`src/rtl/aer_spike_rx_pkg.sv`:
```
// Shared definitions for the AER spike receiver.
//   - Packet field positions: [31:24] destination X, [23:16] destination Y,
//     [15:0] axon index.
//   - FSM state enumeration used by aer_spike_rx.
//   - Width of the saturating drop counter.
package aer_spike_rx_pkg;

  localparam int unsigned DST_X_MSB = 31;
  localparam int unsigned DST_X_LSB = 24;
  localparam int unsigned DST_Y_MSB = 23;
  localparam int unsigned DST_Y_LSB = 16;
  localparam int unsigned AXON_MSB  = 15;
  localparam int unsigned AXON_LSB  = 0;

  localparam int unsigned DROP_CNT_WIDTH = 8;

  typedef enum logic [1:0] {
    ACCUM = 2'd0,
    DRAIN = 2'd1,
    SWAP  = 2'd2
  } state_e;

endpackage

```
`src/rtl/sync_fifo.sv`:
```
// Single-clock FIFO with extra-MSB pointers for full/empty disambiguation.
// Ports:
//   clk, rst_n   - clock, asynchronous active-low reset (clears pointers only)
//   push, wdata  - write request and data (ignored when full)
//   pop, rdata   - read request (ignored when empty); rdata shows the head entry
//   full, empty  - status flags
//   count        - number of stored entries
module sync_fifo #(
  parameter int unsigned WIDTH = 32,
  parameter int unsigned DEPTH = 4
) (
  input  logic                     clk,
  input  logic                     rst_n,
  input  logic                     push,
  input  logic [WIDTH-1:0]         wdata,
  input  logic                     pop,
  output logic [WIDTH-1:0]         rdata,
  output logic                     full,
  output logic                     empty,
  output logic [$clog2(DEPTH):0]   count
);

  localparam int unsigned AW = $clog2(DEPTH);

  logic [WIDTH-1:0] mem [DEPTH];
  logic [AW:0]      wptr_q, wptr_d;
  logic [AW:0]      rptr_q, rptr_d;
  logic             do_push, do_pop;

  assign do_push = push && !full;
  assign do_pop  = pop && !empty;

  // Full when the pointers address the same slot but are one lap apart.
  assign full  = (wptr_q[AW] != rptr_q[AW]) && (wptr_q[AW-1:0] == rptr_q[AW-1:0]);
  assign empty = (wptr_q == rptr_q);
  assign count = wptr_q - rptr_q;
  assign rdata = mem[rptr_q[AW-1:0]];

  always_comb begin
    wptr_d = wptr_q;
    rptr_d = rptr_q;
    if (do_push) wptr_d = wptr_q + 1'b1;
    if (do_pop)  rptr_d = rptr_q + 1'b1;
  end

  always_ff @(posedge clk or negedge rst_n) begin
    if (!rst_n) begin
      wptr_q <= '0;
      rptr_q <= '0;
    end else begin
      wptr_q <= wptr_d;
      rptr_q <= rptr_d;
    end
  end

  // Storage needs no reset: entries are only visible between valid pointers.
  always_ff @(posedge clk) begin
    if (do_push) mem[wptr_q[AW-1:0]] <= wdata;
  end

endmodule

```
`src/rtl/aer_spike_rx.sv`:
```
// AER spike receiver: accepts routed packets into a FIFO, filters them by
// destination and axon range, accumulates hits into a spike vector and, at
// each timestep boundary, drains the FIFO and publishes the vector.
// Ports:
//   clk, rst_n              - clock, asynchronous active-low reset
//   pkt_i/pkt_valid_i       - packet from router with valid
//   pkt_ready_o             - high when a packet can be accepted
//   start_i                 - timestep-boundary pulse from the tile scheduler
//   start_o                 - one-cycle start pulse to the neuron core
//   inSpike_o               - spike vector of the last completed timestep
//   drop_cnt_o              - saturating count of discarded packets
//   busy_o                  - high while draining or swapping
module aer_spike_rx
  import aer_spike_rx_pkg::*;
#(
  parameter int unsigned NUM_AXONS          = 2,
  parameter int unsigned AXON_CNT_BIT_WIDTH = 1,
  parameter int unsigned AER_BIT_WIDTH      = 32,
  parameter int unsigned FIFO_DEPTH         = 4,
  parameter logic [7:0]  X_ID               = 8'd1,
  parameter logic [7:0]  Y_ID               = 8'd1
) (
  input  logic                      clk,
  input  logic                      rst_n,
  input  logic [AER_BIT_WIDTH-1:0]  pkt_i,
  input  logic                      pkt_valid_i,
  output logic                      pkt_ready_o,
  input  logic                      start_i,
  output logic                      start_o,
  output logic [NUM_AXONS-1:0]      inSpike_o,
  output logic [DROP_CNT_WIDTH-1:0] drop_cnt_o,
  output logic                      busy_o
);

  localparam int unsigned PTR_W = $clog2(FIFO_DEPTH);
  localparam logic [PTR_W:0] CNT_ONE = 1;

  state_e                    state_q, state_d;
  logic [NUM_AXONS-1:0]      acc_q, acc_d;
  logic [NUM_AXONS-1:0]      spike_q, spike_d;
  logic                      start_q, start_d;
  logic [DROP_CNT_WIDTH-1:0] drop_q, drop_d;

  logic [AER_BIT_WIDTH-1:0]  fifo_rdata;
  logic                      fifo_full, fifo_empty;
  logic [PTR_W:0]            fifo_count;
  logic                      push, pop;

  logic [7:0]                dst_x, dst_y;
  logic [15:0]               axon;
  logic [AXON_CNT_BIT_WIDTH-1:0] axon_idx;
  logic                      addr_ok;

  assign pkt_ready_o = !fifo_full && (state_q == ACCUM);
  assign push        = pkt_valid_i && pkt_ready_o;
  assign pop         = !fifo_empty && ((state_q == ACCUM) || (state_q == DRAIN));

  sync_fifo #(
    .WIDTH (AER_BIT_WIDTH),
    .DEPTH (FIFO_DEPTH)
  ) u_fifo (
    .clk   (clk),
    .rst_n (rst_n),
    .push  (push),
    .wdata (pkt_i),
    .pop   (pop),
    .rdata (fifo_rdata),
    .full  (fifo_full),
    .empty (fifo_empty),
    .count (fifo_count)
  );

  // Decode the FIFO head.
  assign dst_x    = fifo_rdata[DST_X_MSB:DST_X_LSB];
  assign dst_y    = fifo_rdata[DST_Y_MSB:DST_Y_LSB];
  assign axon     = fifo_rdata[AXON_MSB:AXON_LSB];
  assign axon_idx = axon[AXON_CNT_BIT_WIDTH-1:0];
  assign addr_ok  = (dst_x == X_ID) && (dst_y == Y_ID) && (32'(axon) < NUM_AXONS);

  always_comb begin
    state_d = state_q;
    unique case (state_q)
      ACCUM: if (start_i) state_d = fifo_empty ? SWAP : DRAIN;
      // Leave on the edge that pops the final entry.
      DRAIN: if (fifo_count <= CNT_ONE) state_d = SWAP;
      SWAP:  state_d = ACCUM;
      default: state_d = ACCUM;
    endcase
  end

  always_comb begin
    acc_d   = acc_q;
    spike_d = spike_q;
    start_d = 1'b0;
    drop_d  = drop_q;
    if (state_q == SWAP) begin
      // No pops occur in SWAP, so nothing is lost by clearing here.
      spike_d = acc_q;
      acc_d   = '0;
      start_d = 1'b1;
    end else if (pop) begin
      if (addr_ok) begin
        acc_d[axon_idx] = 1'b1;
      end else if (drop_q != '1) begin
        drop_d = drop_q + 1'b1;
      end
    end
  end

  always_ff @(posedge clk or negedge rst_n) begin
    if (!rst_n) begin
      state_q <= ACCUM;
      acc_q   <= '0;
      spike_q <= '0;
      start_q <= 1'b0;
      drop_q  <= '0;
    end else begin
      state_q <= state_d;
      acc_q   <= acc_d;
      spike_q <= spike_d;
      start_q <= start_d;
      drop_q  <= drop_d;
    end
  end

  assign start_o    = start_q;
  assign inSpike_o  = spike_q;
  assign drop_cnt_o = drop_q;
  assign busy_o     = (state_q != ACCUM);

endmodule

```
`config.mk`:
```
export PLATFORM = sky130hd
export DESIGN_NAME = aer_spike_rx
export DESIGN_NICKNAME = d
export VERILOG_FILES = /design/src/rtl/aer_spike_rx_pkg.sv /design/src/rtl/sync_fifo.sv /design/src/rtl/aer_spike_rx.sv
export SDC_FILE = /design/constraint.sdc
export NUM_CORES = 1
export LEC_CHECK = 0
export ABC_AREA = 1
export CAP_MARGIN = 20
export CORE_ASPECT_RATIO = 1.5
export CORE_MARGIN = 2
export CORE_UTILIZATION = 62
export DETAILED_ROUTE_END_ITERATION = 12
export GPL_TIMING_DRIVEN = 0
export PLACE_DENSITY = 0.95
export SLEW_MARGIN = 30
export SYNTH_ARGS = -nofsm -noshare
export SYNTH_HDL_FRONTEND = slang
export SYNTH_HIERARCHICAL = 1
export SYNTH_SLANG_ARGS = --single-unit
export TNS_END_PERCENT = 10
```
`constraint.sdc`:
```
create_clock -name clk -period 6.78 [get_ports clk]
set_clock_uncertainty 0.1 [all_clocks]
set_input_delay 1.356 -clock clk [delete_from_list [all_inputs] [get_ports clk]]
set_output_delay 1.356 -clock clk [all_outputs]
set_load 0.05 [all_outputs]
```
# Word level (Yosys, flattened, before mapping)
# Memories as Yosys holds them, arrays and structs flattened.
# Cells that the tools add are included.
dict set report op_classes {
  n_bitwise 3
  mux 12
  eq_ne 10
  magnitude_cmp 4
  addsub 4
  reduce_logical 19
}
# cell count
set op_table {}
lappend op_table {{== test 8 x 1 -> 1 bit, second input constant} 2}
lappend op_table {{< comparator 16 x 2 -> 1 bit, second input constant} 1}
lappend op_table {{2-to-1 mux 2 bit} 6}
lappend op_table {{logical AND 1 bit} 9}
lappend op_table {{adder 8 x 1 -> 8 bit, second input constant} 1}
lappend op_table {{!= test 8 bit, second input constant} 1}
lappend op_table {{adder 3 x 1 -> 3 bit, second input constant} 2}
lappend op_table {{nonzero test 2 bit} 3}
lappend op_table {{2-to-1 mux 1 bit} 4}
lappend op_table {{one-hot mux 2 bit (2 select lines)} 1}
lappend op_table {{AND reduction 2 bit} 2}
lappend op_table {{AND reduction 4 bit} 1}
lappend op_table {{== test 3 bit} 1}
lappend op_table {{<= comparator 3 x 1 -> 1 bit, second input constant} 1}
lappend op_table {{subtractor 3 bit} 1}
lappend op_table {{== test 2 x 1 -> 1 bit, second input constant} 1}
lappend op_table {{== test 2 bit} 1}
lappend op_table {{== test 2 bit, second input constant} 1}
lappend op_table {{zero test 1 bit} 2}
lappend op_table {{zero test 2 bit} 1}
lappend op_table {{< comparator 1 x 2 -> 1 bit, second input constant} 1}
lappend op_table {{!= test 2 x 1 -> 1 bit, second input constant} 1}
lappend op_table {{!= test 2 bit, second input constant} 1}
lappend op_table {{NOT 1 bit} 2}
lappend op_table {{other kinds (5)} 5}
dict set report word_totals {
  reg_bits 21
  memories 1
  ram_bits 128
  inputBits 36
  output_inout_bits 13
  elab_cells 60
}
# memory depth width rd rd_ports_with_merged_regs wr line
set mem_list {}
lappend mem_list {u_fifo.mem 4 32 1 0 1 sync_fifo.sv:25} ;# logic [WIDTH-1:0] mem [DEPTH];

# Longest topological paths before layout
# Gate-level depths: netlist (run 1).
# An unclocked memory read counts as a cell.
dict set report depth {
  ltp_word 9
  depth_mapped 16
  mapped_depth_nobuf 13
}

# Hierarchy
# Netlist (run 1), hierarchy kept.
# mod area_per_inst_um2 seq_area_each_um2 cells_each n_inst
set modules_own_cells {}
lappend modules_own_cells {sync_fifo 5215.0 3993.8 373 1}
lappend modules_own_cells {aer_spike_rx 870.8 375.4 118 1}

# Worst setup path before layout (run 1)
# OpenSTA, ideal clock, no wires.
dict set report synth_path {
  path_kind {input to register}
  startpoint {in pkt_valid_i}
  endpoint {mem u_fifo.mem[0][0] (enable)}
  slack_ns 3.031
  arrival_time_ns 3.228
  setup_time_ns 0.421
  stages 3
  n_path_buf 0
  required_ns 6.259
  cell_sequence {nor3b_1 > nand2_1 > nor2_1}
}
dict set report synth_between {
  elab_chain_cells 4
}
# element line
set synth_rtl {}
lappend synth_rtl {{from (decl)} aer_spike_rx.sv:26} ;# input logic pkt_valid_i,
lappend synth_rtl {{logical AND 1 bit} aer_spike_rx.sv:55} ;# assign push = pkt_valid_i && pkt_ready_o;
lappend synth_rtl {{logical AND 1 bit} sync_fifo.sv:30} ;# assign do_push = push && !full;
lappend synth_rtl {{2-to-1 mux 1 bit} sync_fifo.sv:58} ;# if (do_push) mem[wptr_q[AW-1:0]] <= wdata;
lappend synth_rtl {{2-to-1 mux 1 bit (implied by the code)} sync_fifo.sv:58}
lappend synth_rtl {{to (decl)} sync_fifo.sv:25}
# No other way between the ends.

# Worst setup path after layout (run 1)
dict set report layout_path {
  startpoint {reg u_fifo.rptr_q[1]}
  endpoint {out pkt_ready_o}
}
dict set report layout_between {
  elab_chain_cells 4
}
# element line
set layout_rtl {}
lappend layout_rtl {{from (decl)} sync_fifo.sv:27} ;# logic [AW:0] rptr_q, rptr_d;
lappend layout_rtl {{from (signal assigned)} sync_fifo.sv:52} ;# rptr_q <= rptr_d;
lappend layout_rtl {{== test 2 bit} sync_fifo.sv:34} ;# assign full = (wptr_q[AW] != rptr_q[AW]) && (wptr_q[AW-1:0] == rptr_q[AW-1:0]);
lappend layout_rtl {{logical AND 1 bit} sync_fifo.sv:34}
lappend layout_rtl {{net fifo_full} aer_spike_rx.sv:45} ;# logic fifo_full, fifo_empty;
lappend layout_rtl {{zero test 1 bit} aer_spike_rx.sv:54} ;# assign pkt_ready_o = !fifo_full && (state_q == ACCUM);
lappend layout_rtl {{logical AND 1 bit} aer_spike_rx.sv:54}
lappend layout_rtl {{to (decl)} aer_spike_rx.sv:27} ;# output logic pkt_ready_o,
# The timed path passes the listed nets, and every way through them passes these cells.

==> metrics.sh, run 1 <==
RESULT_OF_THE_RUN='finished clean'
GLOBAL_ROUTE_WIRE_LENGTH_BEFORE_REPAIR_UM=21800
POST-ROUTE-DRC-COUNT=0
PIN_COUNT_OF_THE_BIGGEST_NET_ENTERING_GLOBAL_ROUTING=33
WORST_SLACK_NS=2.51
POWER_SWITCHING_SHARE_PCT=37.0
DETAIL_ROUTE.FIRST_PASS.ITERATIONS=5
MULTI_INPUT_AREA_SQ_UM=1490
TOTALWIRELENGTH_UM=13900
VIA_COUNT_OF_THE_FIRST_GLOBAL_ROUTING_PASS=4404
SLEW_HEADROOM_PCT=44.0
FINAL-SEQ-AREA_SQ_UM=4370
FINAL.SETUP.TNS_NS=0
SYNTH_CELLS=490
TIMING.CRITICAL_PATH.SLOWEST_STAGE_CELL='sky130_fd_sc_hd__clkdlybuf4s50_1'
CPPEAKSTAGEDELAY_NS=0.80
FIN_WORST_HOLD_SLACK_NS=0.385
ROWS=44
BOUNDARYPINS=49
MAX-CAP-VIOLATIONS=0
CRITICAL_PATH.ENDPOINT_TYPE='primary output'
FLOORPLAN.CORE_AREA_SQ_UM=9630
NUM-NETS-FINAL=605
DETAIL_ROUTE.VIAS_PER_CELL=6.20
GLOBAL_ROUTE.OVERFLOW_TOTAL=0
CTSROOTBUFFERMASTER='sky130_fd_sc_hd__clkbuf_16'
CRIT_CHAIN='inv_2 -> buf_2 -> ha_1 -> nand2_1 -> clkinv_2 -> nand3_2 -> inv_1 -> nor2_1 -> clkdlybuf4s50_1'
POSTCTSSETUPREPAIRBUFS=0
SETUP.WORST_PATH.START_CLASS='flip-flop'
DPL.HPWL_UM=8190
ANTENNADIODECOUNT=0
PLACE_WORST_SETUP_SLACK_NS=2.90
TIMING.CRITICAL_PATH.FANOUT_MAX=11
YS_WARN_COUNT=6
LEAKAGE_uW=0.00270
MAX_SLEW.WORST_PIN.SLEW_NS=0.838
REPORT.FINAL.SLEW_VIOL_COUNT=0
CRITICAL-PATH-TOP-DELAY-FAMILY='buffers and inverters'
ROUTE.ANTENNA.REMAINING_NETS=0
POWERDENSITY_nW_PER_UM2=464
NUMCLOCKSINKS=149
GRT_USAGE_PCT=27.1
CLKTRANSATPATHREGS_NS=0.06
DRT-INITIAL-DRC-COUNT=479
DIE_W_UM=84.9
SYN_NETS=535
FINAL_LAYOUT_SIZE_SUFFIX_GT1_SHARE_PCT=11.3
LAYOUT-AREA-OVERHEAD-VS-SYNTH_PCT=21.6
INTPOWER_uW=2160
POST_CTS_HOLD_BUFFER_COUNT=0
FINAL-SETUP-VIOL-COUNT=0
MIN_PERIOD_OVER_PERIOD_PCT=63.0
CLOCK_LATENCY_NS=0.42
CTS_BUFFERS=17
CRITICAL_PATH_REQUIRED_NS=5.32
NFILLCELLS=521
UNREPAIRED_SETUP_ENDPOINTS_AFTER_GLOBAL_ROUTING='false'
PORT-BUFFER-COUNT=48
WIRE_PER_INST_UM=20.2
P_CLK_SHARE_PCT=27.8
POWER.NET_SWITCHING_uW=1270
MIN_PATH_TYPE='reg -> reg'
SYNTH_AREA_PER_CELL_SQ_UM=12.4
CTS_BUFFER_DEPTH=2
COMBINATIONAL_FRACTION_OF_DESIGN_POWER_PCT=35.3
CRITICAL_PATH.N_BUFFERS_INVERTERS=5
CP.ARRIVAL_NS=2.82
INITIAL_CORE_UTIL_PCT=63.1
MAPPEDNETLISTAREA_SQ_UM=6080
DR_TOTAL_VIAS=4265
CLOCK.FMAX_GHz=0.234
TRITONCTS='built'
LAYOUT_MIN_CYCLE_TIME_NS=4.27
CTS.HTREE.LEVELS=4
CRITPATHKIND='reg -> out'
FINAL_HOLD_VIOL_COUNT=0
FINAL_REPLACE_WEIGHTED_CONGESTION=0.788
DIE_H_UM=125
POST_CTS_RESIZE_COUNT=0
FP.DIEAREA_SQ_UM=10600
MAX-VDD-IR-DROP_mV=0.344
GRT_ANTENNA_BEFORE_REPAIR=0
SEQPWRFRAC_PCT=36.9
flip-flops by register name, summed over array words and instances, names as in the netlist:
register       count
acc_q              2
u_fifo/rptr_q      3
state_q            2
u_fifo/wptr_q      3
u_fifo/mem       128
start_o            1
drop_cnt_o         8
inSpike_o          2
through the flow:
stage / instance area [sq um] / power, uW / utilization [%] / instances
floorplan: 6080 / 2070 / - / 490
global placement: 6710 / 2340 / 69.6 / 653
detailed placement: 6800 / 2440 / 70.6 / 656
CTS: 7400 / 3430 / 76.8 / 688
global route: 7400 / 3590 / 76.8 / 688
finish: 7400 / 3430 / 76.8 / 688
power groups by stage:
| stage | Combinational, uW | Clock (uW) | Sequential, uW |
|---|---|---|---|
| floorplan | 759 | 0 | 1310 |
| global placement | 1070 | 0 | 1270 |
| detailed placement | 1170 | 0 | 1270 |
| CTS | 1200 | 962 | 1260 |
| global route | 1320 | 1000 | 1280 |
| finish | 1210 | 954 | 1270 |
placed cells by master, fill, tap and decap left out, types with 2 or more instances in the layout:
master / instances
sky130_fd_sc_hd__a21oi_1: 3
sky130_fd_sc_hd__buf_16: 2
sky130_fd_sc_hd__buf_2: 7
sky130_fd_sc_hd__buf_6: 7
sky130_fd_sc_hd__bufinv_16: 3
sky130_fd_sc_hd__clkbuf_1: 7
sky130_fd_sc_hd__clkbuf_16: 17
sky130_fd_sc_hd__clkdlybuf4s50_1: 47
sky130_fd_sc_hd__clkinv_2: 5
sky130_fd_sc_hd__clkinvlp_4: 3
sky130_fd_sc_hd__dfrtp_1: 21
sky130_fd_sc_hd__edfxtp_1: 128
sky130_fd_sc_hd__ha_1: 8
sky130_fd_sc_hd__inv_1: 21
sky130_fd_sc_hd__inv_2: 6
sky130_fd_sc_hd__inv_6: 4
sky130_fd_sc_hd__nand2_1: 55
sky130_fd_sc_hd__nand3_1: 18
sky130_fd_sc_hd__nor2_1: 88
sky130_fd_sc_hd__nor2_2: 2
sky130_fd_sc_hd__nor2_4: 4
sky130_fd_sc_hd__o21ai_0: 44
sky130_fd_sc_hd__o21ai_1: 23
sky130_fd_sc_hd__o22ai_1: 33
sky130_fd_sc_hd__xnor2_1: 4
sky130_fd_sc_hd__xor2_1: 4
final timing paths:
check | start | cells after the start | endpoint | slack (ns)
min reg2reg | inSpike_o[0]$_DFFE_PN0P_ | 2 | inSpike_o[0]$_DFFE_PN0P_ | 0.39
max | u_fifo/rptr_q[1]$_DFFE_PN0P_ | 9 | pkt_ready_o | 2.51
min in group asynchronous | rst_n | 1 | u_fifo/wptr_q[1]$_DFFE_PN0P_ | 0.79
min | inSpike_o[0]$_DFFE_PN0P_ | 2 | inSpike_o[0]$_DFFE_PN0P_ | 0.39
max reg2reg | u_fifo/rptr_q[1]$_DFFE_PN0P_ | 11 | u_fifo/mem[2][30]$_DFFE_PP_ | 3.22
max in group asynchronous | rst_n | 1 | drop_cnt_o[1]$_DFFE_PN0P_ | 5.46
cell type report:
cell class | instances | share of cell area [%]
clock inverter | 15 | 2.39
clock buffer | 17 | 5.75
sequential | 149 | 59.1
multi-input combinational | 293 | 20.2
tap | 115 | 1.95
inverter | 28 | 1.44
buffer | 20 | 1.83
timing repair buffer | 51 | 7.38
worst register-to-register path, delay by kind of cell, from the launching register on:
kind	cells	cell delay [ns]
fa+ha+maj	1	0.27
flops	1	0.50
simple gates	5	1.57
buf+inv	5	0.81
routing by layer:
layer  track usage, %  wire length [um]  vias to the layer above
met4             16.4               467                        0
met1             31.1              4950                     2043
met3             6.40              1080                       45
met2             45.5              7380                      291
li1                 -                 -                     1886
met5                0                 0                        -
Note: power is estimated with default switching activity, not from simulation.
==> run 2, diff against run 1 <==
--- a/config.mk
+++ b/config.mk
@@ -9,10 +9,10 @@
 export CAP_MARGIN = 20
 export CORE_ASPECT_RATIO = 1.5
 export CORE_MARGIN = 2
-export CORE_UTILIZATION = 62
+export CORE_UTILIZATION = 52
 export DETAILED_ROUTE_END_ITERATION = 12
 export GPL_TIMING_DRIVEN = 0
-export PLACE_DENSITY = 0.95
+export PLACE_DENSITY = 0.86
 export SLEW_MARGIN = 30
 export SYNTH_ARGS = -nofsm -noshare
 export SYNTH_HDL_FRONTEND = slang
==> constraint.sdc (replaced) <==
create_clock -name clk -period 3.8 [get_ports clk]
set_clock_uncertainty 0.1 [all_clocks]
set_input_delay 0.76 -clock clk [delete_from_list [all_inputs] [get_ports clk]]
set_output_delay 0.76 -clock clk [all_outputs]
set_load 0.05 [all_outputs]
==> run 2 against run 1 <==
Flip-flop and latch count stayed put. Die area increased by 18%. Cell count rose by 5.1%. Sequential share of layout area decreased by 0.16 points. Wire length down 5.8%. Non-clock buffer count increased by 1. Power rose by 73%. Global-route usage fell by 5.0 points. Core utilization down 12 points. Register-to-register slack got worse by 2.9 ns. Setup slack lost 2.2 ns.
==> metrics.sh, run 2 (same netlist as run 1, synthesis figures left out) <==
CTS_BUFFERS=17
PORT-BUFFER-COUNT=48
DIE_W_UM=92.3
GLOBAL_ROUTE.OVERFLOW_TOTAL=0
FINAL_HOLD_VIOL_COUNT=0
REPORT.FINAL.SLEW_VIOL_COUNT=0
LAYOUT_MIN_CYCLE_TIME_NS=3.46
DIE_H_UM=136
TIMING.CRITICAL_PATH.SLOWEST_STAGE_CELL='sky130_fd_sc_hd__nor2_4'
CPPEAKSTAGEDELAY_NS=0.64
CRIT_PATH_FREQUENT_CELL='sky130_fd_sc_hd__nand2_1'
CTS.HTREE.LEVELS=4
RRSETUPSLACK_NS=0.34
MAX_SLEW.WORST_PIN.SLEW_NS=0.711
MIN_PERIOD_OVER_PERIOD_PCT=91.1
VIA_COUNT_OF_THE_FIRST_GLOBAL_ROUTING_PASS=4257
DPL.HPWL_UM=8370
GRT_USAGE_PCT=22.1
NUM-NETS-FINAL=606
FIN_WORST_HOLD_SLACK_NS=0.197
UNREPAIRED_SETUP_ENDPOINTS_AFTER_GLOBAL_ROUTING='false'
CLOCK_LATENCY_NS=0.42
FP.DIEAREA_SQ_UM=12600
TIMING.CRITICAL_PATH.FANOUT_MAX=18
NUMCLOCKSINKS=149
DR_TOTAL_VIAS=4110
POST-ROUTE-DRC-COUNT=0
FINAL-SETUP-VIOL-COUNT=0
CRITICAL_PATH.ENDPOINT_TYPE='flip-flop'
WORST_SLACK_NS=0.338
PIN_COUNT_OF_THE_BIGGEST_NET_ENTERING_GLOBAL_ROUTING=26
FLIP_FLOP_COUNT_OF_THE_LARGEST_REGISTER_ALL_COPIES_AND_WORDS_ADDED=128
BOUNDARYPINS=49
WIRE_PER_INST_UM=18.1
ROWS=48
CRITICAL_PATH_REQUIRED_NS=3.83
CTSROOTBUFFERMASTER='sky130_fd_sc_hd__clkbuf_16'
PLACE_WORST_SETUP_SLACK_NS=0.210
RESULT_OF_THE_RUN='finished clean'
INITIAL_CORE_UTIL_PCT=53.0
FINAL_REPLACE_WEIGHTED_CONGESTION=0.798
ROUTE.ANTENNA.REMAINING_NETS=0
POWERDENSITY_nW_PER_UM2=799
LEAKAGE_uW=0.00269
SLEW_HEADROOM_PCT=52.5
ANTENNADIODECOUNT=0
TOTALWIRELENGTH_UM=13100
MOST-COMMON-LAYOUT-CELLS='sky130_fd_sc_hd__edfxtp_1, sky130_fd_sc_hd__nor2_1, sky130_fd_sc_hd__nand2_1'
LAYOUT-AREA-OVERHEAD-VS-SYNTH_PCT=21.9
FLOORPLAN.CORE_AREA_SQ_UM=11500
DETAIL_ROUTE.VIAS_PER_CELL=5.68
CRITPATHKIND='reg -> reg'
CP.ARRIVAL_NS=3.49
FINAL_LAYOUT_SIZE_SUFFIX_GT1_SHARE_PCT=11.0
DETAIL_ROUTE.FIRST_PASS.ITERATIONS=5
TOTAL_POWER_OF_THE_FINAL_LAYOUT_uW=5930
CRIT_CHAIN='inv_2 -> buf_2 -> ha_1 -> nand2_1 -> clkinv_2 -> nand3_2 -> inv_1 -> nor3b_2 -> nand2_1 -> nor2_4 -> buf_16'
TRITONCTS='built'
MAX-CAP-VIOLATIONS=0
DRT-INITIAL-DRC-COUNT=313
MAX-VDD-IR-DROP_mV=0.502
CLKTRANSATPATHREGS_NS=0.06
CTS_BUFFER_DEPTH=2
CLOCK.FMAX_GHz=0.289
MIN_PATH_TYPE='in -> async'
POST_CTS_HOLD_BUFFER_COUNT=0
GRT_ANTENNA_BEFORE_REPAIR=0
LAYOUT_COMMONEST_CELL='sky130_fd_sc_hd__edfxtp_1'
SETUP.WORST_PATH.START_CLASS='flip-flop'
GLOBAL_ROUTE_WIRE_LENGTH_BEFORE_REPAIR_UM=20900
==> run 2: worst max-delay path, delay by kind of cell, from the launching register on <==
family	cells	cell delay, ns
fa+ha+maj	1	0.29
buf+inv	5	0.81
flops	1	0.50
simple gates	5	1.46
==> run 2: stage by stage <==
| step | TNS, ns | instance area, sq um | utilization [%] | instances |
|---|---|---|---|---|
| floorplan | 0 | 6080 | - | 490 |
| finish | 0 | 7420 | 64.6 | 723 |
| CTS | 0 | 7410 | 64.6 | 723 |
| global route | 0 | 7420 | 64.6 | 723 |
| global placement | -112.43 | 6750 | 58.8 | 688 |
| detailed placement | 0 | 6880 | 59.9 | 692 |
==> run 2: repair_timing <==
action / in CTS / in global routing
endpoints found under the setup margin: 0 / 16
endpoints found under the hold margin: 0 / 0
setup buffers: 0 / 0
resized for setup: 0 / 2
==> run 2: final cells by class <==
cell class              count  area, sq um
inverters                  28          106
plain buffers              20          135
clock buffers              18          429
repair buffers             52          581
fillers                   788         4060
flip-flops and latches    149         4370
well taps                 150          188
multi-input cells         293         1500
clock inverters            13          109
==> run 2: path summary, 6_finish.rpt <==
| check | startpoint | end | cells after the start |
|---|---|---|---|
| max | u_fifo/rptr_q[1]$_DFFE_PN0P_ | u_fifo/mem[2][13]$_DFFE_PP_ | 11 |
| min | rst_n | state_q[0]$_DFFE_PN0P_ | 1 |
| max reg2reg | u_fifo/rptr_q[1]$_DFFE_PN0P_ | u_fifo/mem[2][13]$_DFFE_PP_ | 11 |
| min reg2reg | inSpike_o[1]$_DFFE_PN0P_ | inSpike_o[1]$_DFFE_PN0P_ | 2 |
| max in group asynchronous | rst_n | drop_cnt_o[7]$_DFFE_PN0P_ | 1 |
| min in group clk | inSpike_o[1]$_DFFE_PN0P_ | inSpike_o[1]$_DFFE_PN0P_ | 2 |
==> run 2: power breakdown <==
group | switching [uW] | internal (uW) | leakage [uW]
Clock | 625 | 891 | 0.000254
Sequential | 155 | 2100 | 0.00143
Combinational | 1420 | 737 | 0.00101
Total | 2200 | 3730 | 0.00269
==> run 2: per-layer routing <==
layer,part of all wire [%],vias to the layer above,GRT usage (%)
met5,0,-,0
met4,2.9,0,10.9
met3,5.4,32,4.77
met2,55,178,39.9
met1,37,2018,24.4
li1,-,1882,-
==> run 3, diff against run 2 <==
--- a/config.mk
+++ b/config.mk
@@ -12,7 +12,8 @@
 export CORE_UTILIZATION = 52
 export DETAILED_ROUTE_END_ITERATION = 12
 export GPL_TIMING_DRIVEN = 0
-export PLACE_DENSITY = 0.86
+export PLACE_DENSITY = 0.78
+export SETUP_SLACK_MARGIN = 0.2
 export SLEW_MARGIN = 30
 export SYNTH_ARGS = -nofsm -noshare
 export SYNTH_HDL_FRONTEND = slang
==> run 3 against run 2 <==
Cell area up 1.4%. Sequential share of layout area down 0.82 points. Critical endpoint is now u_fifo/mem[0][18]$_DFFE_PP_. Fmax is 0.30% lower. Clock-buffer cell count down 1. Cell count is 0.55% higher. Largest cell class unchanged. First-iteration DRC count decreased by 7.7%. Die area is the same. Clock power grew 7%. Sequential power barely moved.
==> metrics.sh, run 3 (same netlist as run 1, synthesis figures left out) <==
RESULT_OF_THE_RUN='finished clean'
LAYOUT_COMMONEST_CELL='sky130_fd_sc_hd__edfxtp_1'
CP.ARRIVAL_NS=3.50
LEAKAGE_uW=0.00274
DR_TOTAL_VIAS=4028
FLIP_FLOP_COUNT_OF_THE_LARGEST_REGISTER_ALL_COPIES_AND_WORDS_ADDED=128
DETAIL_ROUTE.FIRST_PASS.ITERATIONS=7
ROUTE.ANTENNA.REMAINING_NETS=0
CLOCK.FMAX_GHz=0.288
MAX_SLEW.WORST_PIN.SLEW_NS=0.554
WIRE_PER_INST_UM=17.7
MIN_PERIOD_OVER_PERIOD_PCT=91.4
REG2REGPATHDEPTH=12
PIN_COUNT_OF_THE_BIGGEST_NET_ENTERING_GLOBAL_ROUTING=22
CTSROOTBUFFERMASTER='sky130_fd_sc_hd__clkbuf_16'
LAYOUT-AREA-OVERHEAD-VS-SYNTH_PCT=23.7
POST-ROUTE-DRC-COUNT=0
TRITONCTS='built'
TIMING.CRITICAL_PATH.FANOUT_MAX=13
CLKTRANSATPATHREGS_NS=0.06
BOUNDARYPINS=49
ROWS=48
CRITPATHKIND='reg -> reg'
SETUP.WORST_PATH.START_CLASS='flip-flop'
DETAIL_ROUTE.VIAS_PER_CELL=5.54
PLACE_WORST_SETUP_SLACK_NS=0.312
UNREPAIRED_SETUP_ENDPOINTS_AFTER_GLOBAL_ROUTING='true'
VIA_COUNT_OF_THE_FIRST_GLOBAL_ROUTING_PASS=4134
GLOBAL_ROUTE_WIRE_LENGTH_BEFORE_REPAIR_UM=20300
FINAL_REPLACE_WEIGHTED_CONGESTION=0.791
NUMCLOCKSINKS=149
DPL.CELL_COUNT=694
CLOCK_LATENCY_NS=0.42
CRIT_CELLS=12
INITIAL_CORE_UTIL_PCT=53.0
DPL.HPWL_UM=8160
FLOORPLAN.CORE_AREA_SQ_UM=11500
FINAL_LAYOUT_SIZE_SUFFIX_GT1_SHARE_PCT=11.8
DIE_W_UM=92.3
FP.DIEAREA_SQ_UM=12600
DIE_H_UM=136
CPPEAKSTAGEDELAY_NS=0.47
GRT_USAGE_PCT=21.8
MAX-VDD-IR-DROP_mV=0.495
R2R-START='u_fifo/rptr_q[1]$_DFFE_PN0P_'
FINAL-SETUP-VIOL-COUNT=0
FINAL_CELL_AREA_SQ_UM=7520
CTS_BUFFER_DEPTH=2
CTS_BUFFERS=17
MOST-COMMON-LAYOUT-CELLS='sky130_fd_sc_hd__edfxtp_1, sky130_fd_sc_hd__nor2_1, sky130_fd_sc_hd__nand2_1'
MIN_PATH_TYPE='in -> async'
REG2REG_TO='u_fifo/mem[0][18]$_DFFE_PP_'
WORST_SLACK_NS=0.328
POST_CTS_HOLD_BUFFER_COUNT=0
PORT-BUFFER-COUNT=48
CTS.HTREE.LEVELS=4
CRITICAL_PATH_REQUIRED_NS=3.83
LAYOUT_MIN_CYCLE_TIME_NS=3.47
CRIT_PATH_FREQUENT_CELL='sky130_fd_sc_hd__nand2_1'
TOTALWIRELENGTH_UM=12900
CRITICAL_PATH.N_BUFFERS_INVERTERS=6
CRITICAL-PATH-TOP-DELAY-FAMILY='simple AND/OR/NAND/NOR gates'
CRITICAL_PATH.ENDPOINT_TYPE='flip-flop'
TIMING.CRITICAL_PATH.SLOWEST_STAGE_CELL='sky130_fd_sc_hd__dfrtp_1'
REPORT.FINAL.SLEW_VIOL_COUNT=0
GLOBAL_ROUTE.OVERFLOW_TOTAL=0
FINAL_HOLD_VIOL_COUNT=0
SLEW_HEADROOM_PCT=63.1
PLACED_STANDARD_CELL_AREA_SQ_UM=6930
RRSETUPSLACK_NS=0.33
FINAL.SETUP.TNS_NS=0
MAX-CAP-VIOLATIONS=0
DRT-INITIAL-DRC-COUNT=289
STDCELL_COUNT=727
POWERDENSITY_nW_PER_UM2=804
CRIT_CHAIN='inv_2 -> buf_2 -> ha_1 -> nand2_1 -> clkinv_2 -> nand3_2 -> inv_1 -> nor3b_1 -> nand2_1 -> nor2_4 -> buf_8 -> buf_16'
NUM-NETS-FINAL=609
GRT_ANTENNA_BEFORE_REPAIR=0
ANTENNADIODECOUNT=0
run 3: power breakdown:
| part | switching, uW | internal (uW) | total (uW) |
|---|---|---|---|
| registers | 145 | 2100 | 2240 |
| logic | 1430 | 762 | 2190 |
| clock network | 655 | 969 | 1620 |
run 3: worst register-to-register path, cell delays in order, from the launching register on:
cell and delay [ns]:
sky130_fd_sc_hd__dfrtp_1 0.47, sky130_fd_sc_hd__inv_2 0.14, sky130_fd_sc_hd__buf_2 0.28, sky130_fd_sc_hd__ha_1 0.29
sky130_fd_sc_hd__nand2_1 0.09, sky130_fd_sc_hd__clkinv_2 0.07, sky130_fd_sc_hd__nand3_2 0.10, sky130_fd_sc_hd__inv_1 0.07
sky130_fd_sc_hd__nor3b_1 0.43, sky130_fd_sc_hd__nand2_1 0.35, sky130_fd_sc_hd__nor2_4 0.41, sky130_fd_sc_hd__buf_8 0.22
sky130_fd_sc_hd__buf_16 0.17
run 3: worst max-delay path by stage:
| stage | startpoint | endpoint | slack (ns) |
|---|---|---|---|
| final | u_fifo/rptr_q[1]$_DFFE_PN0P_ | u_fifo/mem[0][18]$_DFFE_PP_ | 0.33 |
| after global routing | u_fifo/rptr_q[1]$_DFFE_PN0P_ | u_fifo/mem[0][19]$_DFFE_PP_ | 0.13 |
| after CTS | u_fifo/rptr_q[1]$_DFFE_PN0P_ | u_fifo/mem[2][26]$_DFFE_PP_ | 0.27 |
| after detailed placement | u_fifo/rptr_q[1]$_DFFE_PN0P_ | u_fifo/mem[2][15]$_DFFE_PP_ | 0.31 |
| after global placement | u_fifo/rptr_q[1]$_DFFE_PN0P_ | u_fifo/mem[0][17]$_DFFE_PP_ | -1.19 |
| after floorplan | u_fifo/rptr_q[1]$_DFFE_PN0P_ | u_fifo/mem[0][0]$_DFFE_PP_ | 0.18 |
run 3: what timing repair did:
| item | 4_1_cts | 5_1_grt |
|---|---|---|
| pin swaps | 0 | 1 |
| setup endpoints to repair | 1 | 31 |
| setup buffers | 0 | 1 |
| gates resized for setup | 1 | 0 |
run 3: cell type report:
cell class	count	area (sq um)
inverter	28	106
buffer	20	135
tap	150	188
clock buffer	17	425
sequential	149	4370
multi-input combinational	293	1490
clock inverter	15	156
fill	787	3950
timing repair buffer	55	647
run 3: per-layer routing:
layer | part of all wire [%] | GRT usage (%) | up-vias
met4 | 1.5 | 9.29 | 0
met3 | 4.8 | 5.99 | 16
met1 | 39 | 24.0 | 1982
met2 | 54 | 39.3 | 136
met5 | 0 | 0 | -
li1 | - | - | 1894
run 3: through the flow:
stage | hold slack [ns] | util [%] | total power (uW)
after floorplan | 0.364 | - | 3690
after global placement | 0.365 | 58.8 | 4200
after detailed placement | 0.373 | 60.4 | 4430
after CTS | 0.388 | 65.4 | 6060
after global routing | 0.211 | 65.6 | 6380
final | 0.194 | 65.6 | 6050
